--- config.mk ---
export PLATFORM = sky130hd
export DESIGN_NAME = sha2_msg_schedule
export DESIGN_NICKNAME = d
export VERILOG_FILES = /design/src/rtl/sha2_msg_schedule.sv
export SDC_FILE = /design/constraint.sdc
export NUM_CORES = 1
export LEC_CHECK = 0
export BUFFER_PORTS_ARGS = -buffer_cell sky130_fd_sc_hd__buf_4
export CAP_MARGIN = 20
export CORE_MARGIN = 5
export CORE_UTILIZATION = 60
export DETAILED_ROUTE_END_ITERATION = 8
export MAX_ROUTING_LAYER = met4
export PLACE_DENSITY = 0.76
export SLEW_MARGIN = 20
export SYNTH_ARGS = -nofsm -noshare
export SYNTH_HDL_FRONTEND = slang
export SYNTH_SLANG_ARGS = --single-unit
--- constraint.sdc ---
create_clock -name clk -period 7.6 [get_ports clk]
set_clock_uncertainty 0.15 [all_clocks]
set_input_delay 1.14 -clock clk [delete_from_list [all_inputs] [get_ports clk]]
set_output_delay 1.14 -clock clk [all_outputs]
set_load 0.01 [all_outputs]
--- src/rtl/sha2_msg_schedule.sv ---
`timescale 1ns/1ps
// SHA-2 message schedule producer: passes M_0..M_15 straight through, then
// expands W_16..W_(R-1) from a 16-word sliding window, one word per handshake.
module sha2_msg_schedule #(
    parameter int WIDTH = 32,
    parameter int MODE  = 256
) (
    input  logic             clk,
    input  logic             rst_n,
    input  logic             clr,
    input  logic [WIDTH-1:0] m_data,
    input  logic             m_valid,
    output logic             m_ready,
    output logic [WIDTH-1:0] w_data,
    output logic [6:0]       w_idx,
    output logic             w_last,
    output logic             w_valid,
    input  logic             w_ready
);
    localparam bit         WIDE   = (MODE == 384) || (MODE == 512);
    localparam int         ROUNDS = WIDE ? 80 : 64;
    localparam logic [6:0] LAST_T = 7'(ROUNDS - 1);
    localparam int         S0_A   = WIDE ? 1  : 7;
    localparam int         S0_B   = WIDE ? 8  : 18;
    localparam int         S0_S   = WIDE ? 7  : 3;
    localparam int         S1_A   = WIDE ? 19 : 17;
    localparam int         S1_B   = WIDE ? 61 : 19;
    localparam int         S1_S   = WIDE ? 6  : 10;

    localparam logic [0:0] LOAD   = 1'b0;
    localparam logic [0:0] EXPAND = 1'b1;

    logic [0:0]       state;
    logic [6:0]       t;
    logic             running;
    logic [WIDTH-1:0] win [0:15];
    logic             adv;
    logic             m_fire;
    logic [WIDTH-1:0] expand_word;

    function automatic logic [WIDTH-1:0] rotr(input logic [WIDTH-1:0] x, input int n);
        return (x >> n) | (x << (WIDTH - n));
    endfunction

    function automatic logic [WIDTH-1:0] sig0(input logic [WIDTH-1:0] x);
        return rotr(x, S0_A) ^ rotr(x, S0_B) ^ (x >> S0_S);
    endfunction

    function automatic logic [WIDTH-1:0] sig1(input logic [WIDTH-1:0] x);
        return rotr(x, S1_A) ^ rotr(x, S1_B) ^ (x >> S1_S);
    endfunction

    // running keeps m_ready low until the first edge after reset release
    always_comb begin
        adv         = !w_valid || w_ready;
        m_ready     = running && (state == LOAD) && adv;
        m_fire      = m_valid && m_ready;
        expand_word = sig1(win[14]) + win[9] + sig0(win[1]) + win[0];
    end

    always_ff @(posedge clk or negedge rst_n) begin
        if (!rst_n) begin
            state   <= LOAD;
            t       <= '0;
            running <= 1'b0;
            w_data  <= '0;
            w_idx   <= '0;
            w_last  <= 1'b0;
            w_valid <= 1'b0;
            for (int i = 0; i < 16; i++) win[i] <= '0;
        end else begin
            running <= 1'b1;
            if (clr) begin
                state   <= LOAD;
                t       <= '0;
                w_valid <= 1'b0;
                w_last  <= 1'b0;
            end else if (state == LOAD) begin
                if (m_fire) begin
                    w_data  <= m_data;
                    w_idx   <= t;
                    w_last  <= 1'b0;
                    w_valid <= 1'b1;
                    for (int i = 0; i < 15; i++) win[i] <= win[i+1];
                    win[15] <= m_data;
                    t       <= t + 7'd1;
                    if (t == 7'd15) state <= EXPAND;
                end else if (adv) begin
                    w_valid <= 1'b0;
                end
            end else if (adv) begin
                // w_last implies w_valid, so adv here means the final word was taken
                if (w_last) begin
                    state   <= LOAD;
                    t       <= '0;
                    w_valid <= 1'b0;
                    w_last  <= 1'b0;
                end else begin
                    w_data  <= expand_word;
                    w_idx   <= t;
                    w_last  <= (t == LAST_T);
                    w_valid <= 1'b1;
                    for (int i = 0; i < 15; i++) win[i] <= win[i+1];
                    win[15] <= expand_word;
                    t       <= t + 7'd1;
                end
            end
        end
    end
endmodule

# [After elaboration in Yosys (flattened, before gate mapping)]
# Index checks and enable logic that the tools add are counted.
# W data, S select, Z words.
[word_totals] register_bits=562 input_bits=37 out_inout_bits=42 wordCells=86
[classes] add_sub_neg=4 eq_ne=5 mux=33 n_bitwise=10 n_reduce_logical=11
[ops] cell="$mux W512" n=4
[ops] cell="$mux W32" n=4
[ops] cell="$add A32 B32 Y32" n=3
[ops] cell="$xor A32 B32 Y32" n=2
[ops] cell="$mux W7" n=9
[ops] cell="$or A13 B32 Y32" n=1
[ops] cell="$or A14 B32 Y32" n=1
[ops] cell="$or A15 B32 Y32" n=1
[ops] cell="$or A25 B32 Y32" n=1
[ops] cell="$xor A32 B22 Y32" n=1
[ops] cell="$xor A32 B29 Y32" n=1
[ops] cell="$mux W1" n=16
[ops] cell="$add A7 B1 Y7 const B" n=1
[ops] cell="$eq A7 B4 Y1 const B" n=1
[ops] cell="$eq A7 B6 Y1 const B" n=1
[ops] cell="$reduce_bool A3 Y1" n=2
[ops] cell="$reduce_and A2 Y1" n=2
[ops] cell="$reduce_and A4 Y1" n=1
[ops] cell="$logic_and A1 B1 Y1" n=3
[ops] cell="$ne A3 B2 Y1 const B" n=1
[ops] cell="$ne A2 B1 Y1 const B" n=1
[ops] cell="$ne A2 B2 Y1 const B" n=1
[ops] cell="$not A1 Y1" n=2
[ops] cell="$reduce_bool A2 Y1" n=1
[ops] cell="2 further kinds" n=2

# [Depth between registers and ports, before layout]
# Gate-level depths: netlist (run 1).
[logic_depth] word_depth=9 ltp_mapped=18 ltp_nobuf=17

# [Worst setup path after synthesis (run 1)]
# OpenSTA, ideal clock, no wires.
[synth_path] path_type="register -> register" startpoint="reg win[59] (netlist bit)" endpoint="reg win[26] (netlist bit)" setup_time_ns=0.146 t_arrival_ns=3.784 setup_slack_ns=3.520 path_stages_with_launch=17 n_path_buf=2 path_cell_list="dfrtp_1 > clkbuf_1 > xor2_1 > xnor2_1 > fa_1 > fa_1 > inv_1 > ha_1 > buf_6 > and3_1 > a221o_1 > a221oi_2 > a21oi_2 > o31ai_4 > o21ai_1 > xnor2_1 > a31oi_1"
[synth_between] elab_chain_len=9
[synth_rtl] item="from (decl)" line="36" text="logic [WIDTH-1:0] win [0:15];"
[synth_rtl] item="$or A13 B32 Y32 or $or A15 B32 Y32 (tied branches)" line="42" text="return (x >> n) | (x << (WIDTH - n));"
[synth_rtl] item="$xor A32 B32 Y32" line="50" text="return rotr(x, S1_A) ^ rotr(x, S1_B) ^ (x >> S1_S);"
[synth_rtl] item="$xor A32 B22 Y32 *" line="50"
[synth_rtl] item="$add A32 B32 Y32 * (3 in a row)" line="58" text="expand_word = sig1(win[14]) + win[9] + sig0(win[1]) + win[0];"
[synth_rtl] item="$mux W512 *" line="93" text="if (w_last) begin"
[synth_rtl] item="$mux W512 *" line="91" text="end else if (adv) begin"
[synth_rtl] item="$mux W512 *" line="78" text="end else if (state == LOAD) begin"
# Mark *: on every way between the ends. The rest lies on a longest branch, timed or not. The select of a mux whose other input is x is not followed.
# A chain may end at the register's enable or synchronous reset.

# [Final worst setup path (run 1)]
[layout_path] startpoint="reg win[54] (netlist bit)" endpoint="reg win[25] (netlist bit)"
# Same word-level chain as after synthesis.

==> impl_results.md, run 1 <==
- Status: complete, no violations
- Initial DRC count: 1794
- Initial antenna violation count: 0
- Clock tree buffer depth: 3
- Cells after DPL: 3206
- Die X: 212.7 um
- Worst Hold Class: flip-flop to flip-flop
- Peak Freq: 207.3 MHz
- Share of cells above drive strength 1: 6.647%
- Fin nets: 2860
- Vias per cell: 5.395
- Pre-antenna DRT Iters: 6
- Area grow syn2layout: 9.008%
- Post-synth cell types: 62
- Via count: 17805
- Clk Latency, worst-skew pair: 0.61 ns
- Starting density of the core: 60.49%
- MaxCap Viol Count: 0
- Commonest non-fill, non-tap cells in the layout: nand2_1 (1333), dfrtp_1 (530), o21ai_0 (131)
- Hold wc startpoint: win[360]$_DFFE_PN0P_
- Post-synthesis instance area: 24640 um2
- Type of element launching the critical path: flip-flop
- Buf+Inv Stages, Crit Path: 1
- # DRC: 0
- Hold_buf cts: 0
- Largest cells by area after synthesis: dfrtp_1 (54%), nand2_1 (20%), fa_1 (5.0%), xnor2_1 (3.3%), o21ai_0 (2.7%)
- Worst vdd ir: 0.2588 mV
- CP peak stage delay: 0.54 ns
- Worst EP required: 7.95 ns
- RSZ-0062 raised after global routing: false
- Reg2Reg Depth: 13
- Final Max Tran Viols: 0
- I/O Buffers: 78
- CTS H-Tree Depth: 2
- ANT nets after route: 0
- Die Area: 45220 um2
- Row cnt: 74
- Clock sink count: 530
- P per Cell Area: 393.0 nW/um2
- Power share of the clock group: 24.7%
- Yosys warns: 0
- Final hold violations: 0
- Leakage dissipation: 14.28 nW
- Switching share of power: 39.14%
- Post-CTS setup buffers: 0
- Hold endpoint: win[392]$_DFFE_PN0P_
- Crit-path max FO: 5
- Final setup vio count: 0
- Drt wl/cell: 18.93 um
- Area of the core: 40740 um2
- Combinational share of power: 38.9%
- CTS tree: done
- First-pass GRT wire length: 100.3 mm
- Register share of total power: 36.5%
- CTS clk-pin slew, worst paths: 0.06 ns
- Sw power: 0.004131 W
- All-Layer GR Usage: 29.39%
- Hold depth: 2
- Most common cell after layout, fill and taps aside: nand2_1
- Post-synth top area cell: dfrtp_1
- Main synth FF type: dfrtp_1
- Critical Setup Path Class: flip-flop to flip-flop
- Final period utilization: 63.47%
- Critical path cell sequence: xor2_1 -> xnor2_1 -> fa_1 -> fa_1 -> inv_1 -> ha_1 -> nor2b_1 -> o211ai_1 -> a31oi_1 -> a41oi_1 -> nor3_1 -> mux2_2 -> o221ai_1
- TNS Setup: 0 ns
- R2r setup slk: 2.78 ns
- Yosys reg bits: 530
- Worst Path Arrival: 5.18 ns
- Vias in the first global route: 17795
- Reg-to-reg endpoint: win[25]$_DFFE_PN0P_
- GPL Wtd Cong: 0.9718
- Reg2Reg Launch Point: win[54]$_DFFE_PN0P_
- Routed wire length: 62.48 mm
- Die height: 212.7 um
- Worst slew margin relative to its limit: 24.39%
- Cell family with most CP delay: adder cells
- Synthesized area per cell: 8.857 um2
- Asr flop ratio synth: 100.0%
- Most used cell along the critical path: fa_1
- Post-CTS Resized: 0
- Syn Nets: 2913
- # fillers: 3300
- Root buffer cell: clkbuf_16
- Worst path slowest cell: fa_1
- Largest net degree at the start of global routing: 270
- Sequential share of the synthesized area: 53.82%
- Post-synth EDFFs: 0
- Worst slew pin tran: 1.134 ns
- Cells after Synth: 2782
- Final critical-path required period: 4.824 ns
- Final HPWL DP: 42.88 mm
- Fin cells: 3300
- CP endpoint kind: flip-flop
- Internal power: 0.006424 W
- Ports: 79
- Overflow after GRT: 0
- Antenna diodes: 0
- TritonCTS buffer count: 53
- Area share of the largest cell type after synthesis: 53.82%
power by group through the flow:
stage               registers (W)  logic, W  clock network, W
finish                    0.00385   0.00410           0.00261
global route              0.00391   0.00454           0.00278
CTS                       0.00384   0.00410           0.00266
detailed placement        0.00389   0.00405                 0
global placement          0.00386   0.00404                 0
floorplan                 0.00366   0.00293                 0
worst max-delay path by stage:
| stage | start | endpoint | cells past startpoint |
|---|---|---|---|
| 6_report | win[54]$_DFFE_PN0P_ | win[25]$_DFFE_PN0P_ | 13 |
| 5_1_grt | win[52]$_DFFE_PN0P_ | win[25]$_DFFE_PN0P_ | 15 |
| 4_1_cts | win[54]$_DFFE_PN0P_ | win[25]$_DFFE_PN0P_ | 13 |
| 3_5_place_dp | win[54]$_DFFE_PN0P_ | win[29]$_DFFE_PN0P_ | 13 |
| 3_3_place_gp | win[54]$_DFFE_PN0P_ | win[29]$_DFFE_PN0P_ | 13 |
| 2_1_floorplan | win[59]$_DFFE_PN0P_ | win[26]$_DFFE_PN0P_ | 16 |
worst reg2reg max path: cells and delay by family, from the launching register on:
family,cells,cell delay (ns)
fa+ha+maj,3,1.40
mux,1,0.36
simple gates,2,0.51
flops,1,0.48
buf+inv,1,0.04
xor+xnor,2,0.70
compound gates,4,1.06
layout make-up:
class,count,area (um2),share of cell area (%)
Clock buffer,78,1530,5.697
Clock inverter,16,195.2,0.7267
Inverter,127,476.7,1.775
Multi-Input combinational cell,1928,9992,37.20
Sequential cell,530,13260,49.38
Tap cell,532,665.6,2.478
Timing Repair Buffer,89,738.2,2.748
stage by stage:
step           power [W]  hold WS, ns  utilization, %  area (um2)  setup WS, ns
6_report         0.01056       0.3131           65.93       26860         2.776
5_1_grt          0.01123       0.3245           65.93       26860         2.626
4_1_cts          0.01060       0.3100           65.93       26860         2.793
3_5_place_dp    0.007932       0.2970           61.70       25140         2.822
3_3_place_gp    0.007905       0.2956           61.70       25140         2.910
2_1_floorplan   0.006595       0.2886               -       24640         3.520
synth_stat cells (2+ instances only):
master,n
a21o_1,12
o22ai_1,4
or3_1,2
xor2_1,53
nor4_1,2
nor3_1,7
a31oi_1,6
and3_1,13
mux2_2,3
buf_4,34
a311oi_1,3
a21boi_0,2
nand2_1,1334
mux2i_1,11
fa_1,62
o21bai_1,5
o31ai_1,3
o21ai_0,131
clkbuf_1,130
buf_1,8
o21a_1,4
buf_2,22
o21ai_1,3
dfrtp_1,530
o211ai_1,2
nand2b_1,2
xnor2_1,92
nor2_1,38
a21oi_1,52
nor2b_1,4
inv_1,127
clkbuf_8,2
nor3b_1,2
nand3_1,10
a211oi_1,3
nand4_1,5
a22oi_1,3
ha_1,32
layer usage:
metal	global-route usage, %	share of wire (%)	up-vias
met5	-	0	-
met4	7.438	2.4	0
met2	44.71	47	421
met1	42.44	45	8864
li1	-	-	8422
met3	4.481	5.4	98
state kept, by name (all words and copies together) (netlist names):
signal / count
running: 1
state: 1
t: 7
w_idx: 7
w_last: 1
w_valid: 1
win: 512
cells by family after synthesis:
family	share of synthesized area [%]
AOI/OAI and AO/OA	5.916
other	0.01522
muxes	0.5839
adders and majority gates	6.662
xor gates and xnor gates	5.154
DFF	53.82
buffers and inverters	5.677
and+or+nand+nor	22.17
Note: power is estimated with default switching activity, not from simulation.
==> inputs of run 2 (changes only) <==
Clock period 7.6 ns to 4.85 ns, I/O delays scaled along.
==> impl_results.md, run 2 (synthesis gave the netlist of run 1 again) <==
- Status: complete, no violations
- Largest net degree at the start of global routing: 197
- Critical Setup Path Class: flip-flop to flip-flop
- Largest register FFs: 512
- Fin nets: 2875
- Ports: 79
- Routed wire length: 62.55 mm
- Critical path cell sequence: xor2_1 -> xnor2_1 -> fa_1 -> fa_1 -> inv_1 -> ha_1 -> inv_1 -> fa_1 -> nor2b_1 -> o211ai_1 -> a31oi_1 -> a41oi_1 -> nor3_1 -> mux2_2 -> o221ai_1
- Post-CTS setup buffers: 0
- Cell family with most CP delay: adder cells
- # DRC: 0
- Hold wc startpoint: clr
- Pre-antenna DRT Iters: 8
- CTS tree: done
- GPL Wtd Cong: 0.9854
- Biggest regs: win: 512 flops, t: 7 flops, w_idx: 7 flops
- CP peak stage delay: 0.49 ns
- Clock sink count: 530
- Final hold violations: 0
- Crit-path max FO: 5
- Clock tree buffer depth: 3
- Final Util: 66.85%
- Worst EP required: 5.22 ns
- CTS clk-pin slew, worst paths: 0.06 ns
- MaxCap Viol Count: 0
- Most common cell after layout, fill and taps aside: nand2_1
- Area of the core: 40740 um2
- Initial antenna violation count: 0
- Share of cells above drive strength 1: 7.427%
- R2r setup slk: 0.23 ns
- P per Cell Area: 623.1 nW/um2
- TritonCTS buffer count: 54
- Worst vdd ir: 0.4008 mV
- Worst Hold Class: input pin to flip-flop
- Most used cell along the critical path: fa_1
- Vias per cell: 5.393
- Placed Area: 25300 um2
- Type of element launching the critical path: flip-flop
- Reg-to-reg endpoint: win[25]$_DFFE_PN0P_
- Final Max Tran Viols: 0
- Overflow after GRT: 0
- Cell area after layout: 27230 um2
- Die height: 212.7 um
- RSZ-0062 raised after global routing: false
- Antenna diodes: 0
- Die Area: 45220 um2
- Hold depth: 2
- Worst path slowest cell: fa_1
- Commonest non-fill, non-tap cells in the layout: nand2_1 (1333), dfrtp_1 (530), o21ai_0 (130)
- I/O Buffers: 78
- Worst slew margin relative to its limit: 41.79%
- Area grow syn2layout: 10.52%
- Hold endpoint: state$_DFF_PN0_
- ANT nets after route: 0
- First-pass GRT wire length: 100.0 mm
- Starting density of the core: 60.49%
- Via count: 17900
- Reg2Reg Depth: 15
- Row cnt: 74
- Worst setup startpoint: win[52]$_DFFE_PN0P_
- TNS Setup: 0 ns
- All-Layer GR Usage: 29.45%
- Vias in the first global route: 17785
- Root buffer cell: clkbuf_16
- Final period utilization: 95.25%
- Buf+Inv Stages, Crit Path: 2
- Worst slew pin tran: 0.8731 ns
- Final HPWL DP: 42.91 mm
- Worst Path Arrival: 4.99 ns
- Reg2Reg Launch Point: win[52]$_DFFE_PN0P_
- Drt wl/cell: 18.85 um
- Largest Register: win
- Die X: 212.7 um
- CTS H-Tree Depth: 2
- Peak Freq: 216.5 MHz
- Final setup vio count: 0
- Initial DRC count: 1916
- Final critical-path required period: 4.620 ns
- Leakage dissipation: 14.45 nW
- CP endpoint kind: flip-flop
- Clk Latency, worst-skew pair: 0.62 ns
-- run 2: timing repair --
action / CTS / global route
setup endpoints to repair: 0 / 1
resized for setup: 0 / 1
hold buffers: 1 / 0
endpoints found under the hold margin: 69 / 0
-- run 2: metrics by stage --
| step | instances | hold WS, ns | setup WS, ns | total power (W) |
|---|---|---|---|---|
| finish | 3319 | 0.1560 | 0.2301 | 0.01697 |
| global route | 3319 | 0.1630 | 0.04319 | 0.01806 |
| CTS | 3319 | 0.1270 | 0.2551 | 0.01701 |
| detailed placement | 3219 | 0.2986 | 0.2619 | 0.01248 |
| global placement | 3219 | 0.2961 | 0.2686 | 0.01246 |
| floorplan | 2782 | 0.2819 | 0.7705 | 0.01033 |
-- run 2: metal layers --
metal | track usage (%) | wire length [um] | up-vias
met1 | 42.47 | 28070 | 8902
met5 | - | 0 | -
met2 | 43.68 | 28870 | 452
met3 | 4.996 | 3483 | 104
li1 | - | - | 8442
met4 | 9.115 | 2128 | 0
-- run 2: worst register-to-register path, stage by stage, from the launching register on --
cell and delay [ns]:
dfrtp_1 0.46, xor2_1 0.20, xnor2_1 0.23, fa_1 0.49, fa_1 0.49, inv_1 0.09
ha_1 0.16, inv_1 0.05, fa_1 0.40, nor2b_1 0.18, o211ai_1 0.12, a31oi_1 0.39
a41oi_1 0.33, nor3_1 0.28, mux2_2 0.36, o221ai_1 0.17
-- run 2: area by class of cell --
cell class	count	area, um2
clock buffers	80	1642
clock inverters	19	285.3
fillers	3273	13510
well taps	532	665.6
multi-input cells	1928	9992
inverters	127	476.7
flip-flops and latches	530	13260
repair buffers	103	908.4
-- run 2: worst max-delay path by stage --
stage,endpoint,cells after the start
2_1_floorplan,win[26]$_DFFE_PN0P_,16
3_3_place_gp,win[29]$_DFFE_PN0P_,15
3_5_place_dp,win[25]$_DFFE_PN0P_,15
4_1_cts,win[25]$_DFFE_PN0P_,15
5_1_grt,win[25]$_DFFE_PN0P_,15
6_report,win[25]$_DFFE_PN0P_,15
-- run 2: power by group --
part / total, W / switching (W) / leakage [nW] / internal [W]
Sequential: 0.00601 / 0.000704 / 7.09 / 0.00530
Combinational: 0.00653 / 0.00408 / 6.42 / 0.00245
Clock: 0.00443 / 0.00177 / 0.941 / 0.00266
Total: 0.0170 / 0.00656 / 14.4 / 0.0104
==> inputs of run 3 (changes only) <==
==> constraint.sdc (replaced) <==
create_clock -name clk -period 4.85 [get_ports clk]
set_clock_uncertainty 0.15 [all_clocks]
set_input_delay 0.485 -clock clk [delete_from_list [all_inputs] [get_ports clk]]
set_output_delay 0.485 -clock clk [all_outputs]
set_load 0.01 [all_outputs]
==> impl_results.md, run 3 (synthesis gave the netlist of run 1 again) <==
- Final Max Tran Viols: 0
- Worst path slowest cell: fa_1
- Initial antenna violation count: 3
- Final period utilization: 93.89%
- Overflow after GRT: 0
- Place WS: 0.2706 ns
- Largest register FFs: 512
- Register share of total power: 36.4%
- CP peak stage delay: 0.57 ns
- Clock tree buffer depth: 3
- Power share of the clock group: 24.4%
- Post-CTS setup buffers: 0
- Reg-to-reg endpoint: win[27]$_DFFE_PN0P_
- Pre-antenna DRT Iters: 7
- Vias in the first global route: 17692
- Row cnt: 74
- Routed wire length: 61.86 mm
- Most common cell after layout, fill and taps aside: nand2_1
- P per Cell Area: 610.3 nW/um2
- Die height: 212.7 um
- All-Layer GR Usage: 29.16%
- I/O Buffers: 78
- Area of the core: 40740 um2
- Vias per cell: 5.342
- TritonCTS buffer count: 53
- Clk Latency, worst-skew pair: 0.60 ns
- Internal power: 0.01005 W
- Largest Register: win
- Area grow syn2layout: 9.835%
- ANT nets after route: 0
- CP endpoint kind: flip-flop
- CTS H-Tree Depth: 2
- Commonest non-fill, non-tap cells in the layout: nand2_1 (1333), dfrtp_1 (530), o21ai_0 (130)
- Die X: 212.7 um
- Combinational share of power: 39.2%
- Reg2Reg Launch Point: win[54]$_DFFE_PN0P_
- Final worst slack: 0.2964 ns
- Worst slew pin tran: 1.130 ns
- CTS clk-pin slew, worst paths: 0.06 ns
- # fillers: 3285
- Clock sink count: 530
- MaxCap Viol Count: 0
- GPL Wtd Cong: 0.9247
- CTS tree: done
- Hold depth: 3
- Status: complete, no violations
- Biggest regs: win: 512 flops, t: 7 flops, w_idx: 7 flops
- Reg2Reg Depth: 14
- Largest net degree at the start of global routing: 207
- Share of cells above drive strength 1: 6.956%
- Peak Freq: 219.6 MHz
- Die Area: 45220 um2
- Worst EP required: 5.16 ns
- Leakage dissipation: 14.37 nW
- Type of element launching the critical path: flip-flop
- Drt wl/cell: 18.62 um
- Switching share of power: 39.17%
- Worst slew margin relative to its limit: 24.66%
- TNS Setup: 0 ns
- Hold wc startpoint: m_data[8]
- Critical path cell sequence: xor2_1 -> xnor2_1 -> fa_1 -> fa_1 -> inv_1 -> ha_1 -> a21oi_1 -> o21ai_1 -> a211oi_1 -> nand2_1 -> a31o_2 -> a311oi_2 -> xor2_1 -> o21ai_1
- Sw power: 0.006470 W
- Critical Setup Path Class: flip-flop to flip-flop
- RSZ-0062 raised after global routing: false
- Worst Path Arrival: 4.87 ns
- # DRC: 0
- Worst vdd ir: 0.3969 mV
- Final setup vio count: 0
- Worst Hold Class: input pin to flip-flop
- Final hold violations: 0
- R2r setup slk: 0.30 ns
- Final critical-path required period: 4.554 ns
- Via count: 17746
- Ports: 79
- Crit-path max FO: 6
- Root buffer cell: clkbuf_16
- Fin nets: 2880
- Hold endpoint: win[8]$_DFFE_PN0P_
- First-pass GRT wire length: 99.14 mm
- Initial DRC count: 1803
- Starting density of the core: 60.49%
- Final HPWL DP: 42.74 mm
run 3: changes by cell type in the layout (fill, tap and decap cells not counted), sizes merged, moves of 2 or more:
| cell | previous run | this run |
|---|---|---|
| clkbuf | 80 | 78 |
| bufinv | 6 | 3 |
| clkinvlp | 3 | 1 |
| inv | 127 | 129 |
| dlygate4sd3 | 1 | 8 |
run 3: per-stage QoR:
| stage | utilization, % | instances | power (W) | hold WS (ns) | area, um2 |
|---|---|---|---|---|---|
| floorplan | - | 2782 | 0.01033 | 0.03941 | 24640 |
| global placement | 62.04 | 3218 | 0.01240 | 0.2969 | 25280 |
| detailed placement | 62.04 | 3218 | 0.01243 | 0.2972 | 25280 |
| CTS | 66.43 | 3321 | 0.01658 | 0.004837 | 27060 |
| global route | 66.43 | 3322 | 0.01759 | 0.03331 | 27060 |
| finish | 66.43 | 3322 | 0.01652 | 0.03177 | 27060 |
run 3: how the worst max path moves through the flow:
stage	start	endpoint	cells after the start
after floorplan	win[59]$_DFFE_PN0P_	win[26]$_DFFE_PN0P_	16
after global placement	win[54]$_DFFE_PN0P_	win[27]$_DFFE_PN0P_	14
after detailed placement	win[54]$_DFFE_PN0P_	win[27]$_DFFE_PN0P_	14
after CTS	win[54]$_DFFE_PN0P_	win[27]$_DFFE_PN0P_	14
after global routing	win[52]$_DFFE_PN0P_	win[25]$_DFFE_PN0P_	15
final	win[54]$_DFFE_PN0P_	win[27]$_DFFE_PN0P_	14
run 3: final cells by class:
| cell class | instances | area (um2) | share of cell area (%) |
|---|---|---|---|
| flip-flops and latches | 530 | 13260 | 49.00 |
| multi-input cells | 1928 | 9992 | 36.92 |
| clock buffers | 78 | 1511 | 5.585 |
| repair buffers | 109 | 958.4 | 3.541 |
| well taps | 532 | 665.6 | 2.459 |
| inverters | 127 | 476.7 | 1.761 |
| clock inverters | 17 | 195.2 | 0.7212 |
| diodes | 1 | 2.502 | 0.009246 |
run 3: timing repair:
item | 4_1_cts | 5_1_grt
resized for setup | 0 | 1
hold endpoints to repair | 114 | 0
hold buffers | 8 | 0
setup endpoints to repair | 0 | 1
run 3: critical path: cells and delay by family (launching register included):
kind                     cells  cell delay (ns)
AO/OA/AOI/OAI                6             1.51
AND/OR/NAND/NOR              1             0.08
flip-flops                   1             0.54
XOR/XNOR                     3             0.68
adder cells (fa/ha/maj)      3             1.40
buffers and inverters        1             0.07
run 3: power by group through the flow:
stage,Clock (W),Sequential [W],Combinational [W]
4_1_cts,0.00411,0.00600,0.00647
3_3_place_gp,0,0.00603,0.00637
3_5_place_dp,0,0.00607,0.00636
6_report,0.00404,0.00601,0.00647
2_1_floorplan,0,0.00574,0.00460
5_1_grt,0.00430,0.00610,0.00718
run 3: routing by layer:
metal | routed length (um) | share of wire [%] | track usage (%)
met5 | 0 | 0 | -
met4 | 2058 | 3.3 | 9.203
met3 | 3318 | 5.4 | 5.010
met2 | 28760 | 46 | 44.03
met1 | 27730 | 45 | 41.23
